--- config.mk ---
export PLATFORM = sky130hd
export DESIGN_NAME = inst_fetch
export DESIGN_NICKNAME = d
export VERILOG_FILES = /design/src/rtl/inst_fetch.sv
export SDC_FILE = /design/constraint.sdc
export NUM_CORES = 1
export LEC_CHECK = 0
export BUFFER_PORTS_ARGS = -buffer_cell sky130_fd_sc_hd__buf_2
export CAP_MARGIN = 0
export CORE_MARGIN = 2
export CORE_UTILIZATION = 45
export CTS_BUF_LIST = sky130_fd_sc_hd__clkbuf_4 sky130_fd_sc_hd__clkbuf_8
export DETAILED_ROUTE_END_ITERATION = 16
export MAX_ROUTING_LAYER = met4
export PLACE_DENSITY = 0.72
export SKIP_LAST_GASP = 1
export SLEW_MARGIN = 20
export SYNTH_ARGS = -nofsm -noshare
export SYNTH_HDL_FRONTEND = slang
export SYNTH_SLANG_ARGS = --single-unit
--- constraint.sdc ---
create_clock -name clk -period 2.3 [get_ports clk]
set_input_delay 0.345 -clock clk [delete_from_list [all_inputs] [get_ports clk]]
set_output_delay 0.345 -clock clk [all_outputs]
set_load 0.01 [all_outputs]
--- src/rtl/inst_fetch.sv ---
// rtl/inst_fetch.sv - instruction fetch stage: program counter, single-outstanding imem read, decode handoff
module inst_fetch #(
  parameter logic [31:0] RESET_PC = 32'h0000_0000
) (
  input  logic        clk,
  input  logic        rst_n,
  output logic        imem_req,
  output logic [31:0] imem_addr,
  input  logic        imem_ack,
  input  logic        imem_rvalid,
  input  logic [31:0] imem_rdata,
  input  logic        stall,
  input  logic        redirect,
  input  logic [31:0] redirect_pc,
  output logic [31:0] inst,
  output logic [31:0] inst_pc,
  output logic        inst_valid,
  output logic        misalign
);

  typedef enum logic [1:0] {
    S_IDLE = 2'd0,
    S_REQ  = 2'd1,
    S_WAIT = 2'd2,
    S_OUT  = 2'd3
  } state_t;

  localparam logic [31:0] RESET_PC_W = {RESET_PC[31:2], 2'b00};

  state_t      state;
  logic [31:0] pc;
  logic        kill;
  logic [31:0] target;

  assign target     = {redirect_pc[31:2], 2'b00};
  assign imem_req   = (state == S_REQ);
  assign imem_addr  = pc;
  assign inst_valid = (state == S_OUT);

  always_ff @(posedge clk or negedge rst_n) begin
    if (!rst_n) begin
      state    <= S_IDLE;
      pc       <= RESET_PC_W;
      kill     <= 1'b0;
      inst     <= 32'd0;
      inst_pc  <= 32'd0;
      misalign <= 1'b0;
    end else begin
      // Redirect wins over stall and data capture; the capture branch below excludes it.
      if (redirect && (state != S_IDLE)) begin
        pc <= target;
        if (redirect_pc[1:0] != 2'b00) misalign <= 1'b1;
      end
      case (state)
        S_IDLE: state <= S_REQ;
        S_REQ: begin
          if (imem_ack) begin
            state <= S_WAIT;
            kill  <= redirect;
          end
        end
        S_WAIT: begin
          if (imem_rvalid) begin
            kill  <= 1'b0;
            state <= S_REQ;
            if (!kill && !redirect) begin
              inst    <= imem_rdata;
              inst_pc <= pc;
              pc      <= pc + 32'd4;
              state   <= S_OUT;
            end
          end else if (redirect) begin
            kill <= 1'b1;
          end
        end
        S_OUT: begin
          if (redirect || !stall) state <= S_REQ;
        end
        default: state <= S_IDLE;
      endcase
    end
  end

endmodule
==> qor.txt <==
DRC - 0
Core Box Area - 9820 µm²
Met2 routed WL - 5810 µm
Clk sinks - 100
Routed len/inst - 15.2 µm
Critical path data arrival time - 2.45 ns
Pwr Density - 1170 nW/µm²
Largest net degree at the start of global routing - 66
Final Instance Count excl. Fillers - 821
Number of top-level pins - 169
TritonCTS clock tree - built
Root cell of the clock tree - clkbuf_8
HP Start - imem_rdata[26]
Syn avg cell area - 9.02 µm²
DR vias/cell - 5.33
Routed Antenna Nets - 0
Sequential cell area fraction in the yosys report - 0.547
CP required - 2.60 ns
Top-area cell type share of the netlist area - 0.547
Unrepaired setup endpoints after global routing - no
Worst setup SP type - flop
Fin crit share - 0.937
Nets - 757
Hold Fails Final Rpt - 0
Ys async rst share - 1.00
Delay-heaviest family, CP - simple AND/OR/NAND/NOR gates
Highest metal used - met4
Critical-path cell list - inv_1 -> ha_1 -> and4bb_4 -> and3_2 -> nand3_1 -> or4_1 -> nand3_1
Worst slew pin tran - 0.442 ns
RePlAce Congestion - 0.872
Max_cap viols - 0
Setup_tns - 0 ns
Clock transition at path regs - 0.10 ns
Hold WC Path Type - in -> reg
VDD IR-drop max - 0.589 mV
Final global-route overflow total - 0
Number of enable flip-flop cells after synthesis - 0
CP max FO - 11
First-pass GRT wire length - 20500 µm
DP HPWL - 8990 µm
Clk_lat worst skew - 0.37 ns
Top cells by count, synth - nand2_1 (217), dfrtp_1 (100), nor2_1 (22)
Placement Cell Area - 5630 µm²
Worst relative slew slack - 0.705
Top-count cell post-synth - nand2_1
Total Wirelength - 12500 µm
Slew Viols, Final - 0
Final instance area - 5890 µm²
Dpl ws - 0.119 ns
Clk buf depth - 2
Iter 0 DRT Violations - 347
Die Span Y - 105 µm
Worst reg2reg startpoint - state[0]
Max incr delay on CP - 0.43 ns
Slowest-stage cell, CP - dfrtp_1
Most used cell, CP - nand3_1
Critical Path End Type - flop
Area Growth Syn to Fin - 28.8%
Critical Path Source - state[0]
Vias in the first global route - 4137
PortBufs - 168
Post-layout min period - 2.16 ns
Gr usage total - 0.238
# rows - 36
Worst Slack Setup Final - 0.144 ns
Initial antenna violation count - 2
Clock Skews - 0.0109 ns
LEAKAGE - 3.17 nW
Die Span X - 105 µm
Synth top area cells - dfrtp_1 (55%), nand2_1 (18%), nor2_1 (1.8%)
Synth cell types - 56
TritonCTS Buffers - 9
Area leader, netlist - dfrtp_1
WL met1 - 5430 µm
Placed cell count - 798
Crit path buf inv count - 1
Yosys reg bits - 100
Ys flop type - dfrtp_1
Initial Util - 0.465
Detailed-routed wire length on met3 - 863 µm
Outcome - complete, no violations
Final Util - 0.600
Post-synth net total - 583
Flop2flop setup slack - 0.14 ns
Fraction of layout cells with a size suffix above 1 - 0.332
Initial DRT Pass Iterations - 4
Setup Viol. Count Final - 0
Critical path type - reg -> reg
Fmax - 464 MHz
Htree depth - 3
Cells after Synth - 507
DR vias - 4380
Die ar. - 11000 µm²
Post-Syn Area - 4570 µm²
Synth Warn # - 0
==> cell usage in the layout, fill, tap and decap left out, types with 4 or more instances in the layout <==
| cell type | instances |
|---|---|
| nor3_1 | 4 |
| buf_4 | 19 |
| a21oi_1 | 10 |
| nor4_1 | 4 |
| o21ai_0 | 14 |
| o22ai_1 | 5 |
| and3_1 | 6 |
| buf_2 | 167 |
| dfrtp_1 | 100 |
| a211oi_1 | 4 |
| o211ai_1 | 6 |
| clkbuf_8 | 11 |
| o311ai_0 | 5 |
| nand3_1 | 15 |
| nor2_1 | 22 |
| nand2_1 | 217 |
| inv_1 | 6 |
| ha_1 | 6 |
==> per-stage QoR <==
stage,hold WS (ns),total power [mW]
global route,0.151,7.34
finish,0.161,6.88
CTS,0.150,6.90
global placement,0.320,5.61
floorplan,0.0494,4.45
detailed placement,0.321,5.70
==> power by group <==
group	internal, mW	total [mW]	leakage (nW)	switching (mW)
sequential	2.44	3.12	1.26	0.681
combinational	1.10	2.56	1.80	1.46
clock	0.581	1.20	0.107	0.615
==> logic make-up (layout without fill, tap and decap cells) <==
kind of cell,after synthesis,in the layout,synth area share
muxes,2,2,0.00465
DFF,100,100,0.547
AOI/OAI and AO/OA,69,69,0.111
adders and majority gates,6,6,0.0164
and+or+nand+nor,298,298,0.290
buffers and inverters,32,211,0.0301
other,0,2,0
==> metal layers <==
metal | GRT usage | vias up
met4 | 0.110 | 0
li1 | - | 2067
met1 | 0.318 | 2088
met2 | 0.356 | 194
met3 | 0.0399 | 31
met5 | - | -
==> state kept, by name (all words and copies together), names as in the netlist <==
signal,cells
misalign,1
inst_pc,32
state,2
imem_addr,32
inst,32
kill,1
==> worst min-delay path: cells and delay by family <==
| kind | cells | cell delay, ns |
|---|---|---|
| simple gates | 2 | 0.08 |
| buf+inv | 1 | 0.07 |
==> layout make-up <==
class,instances,area [µm²]
Sequential cell,100,2500
Clock inverter,4,55.1
Multi-Input combinational cell,375,1950
Timing Repair Buffer,189,1030
Clock buffer,12,159
Antenna cell,2,5.00
Inverter,6,22.5
Fill cell,917,3930
Tap cell,133,166
==> timing repair <==
action,in CTS,in global routing
endpoints found under the setup margin,0,1
setup buffers,0,4
hold buffers,1,0
gates resized for setup,0,1
endpoints found under the hold margin,29,0
==> worst paths after layout <==
check / cells past startpoint / end
max in group asynchronous: 3 / inst[17]
setup reg to reg: 7 / imem_addr[16]
min in group asynchronous: 2 / inst_pc[1]
hold reg to reg: 2 / inst_pc[1]
hold / removal: 3 / inst[26]
setup / recovery: 7 / imem_addr[16]
(Power assumes the default switching activity.)
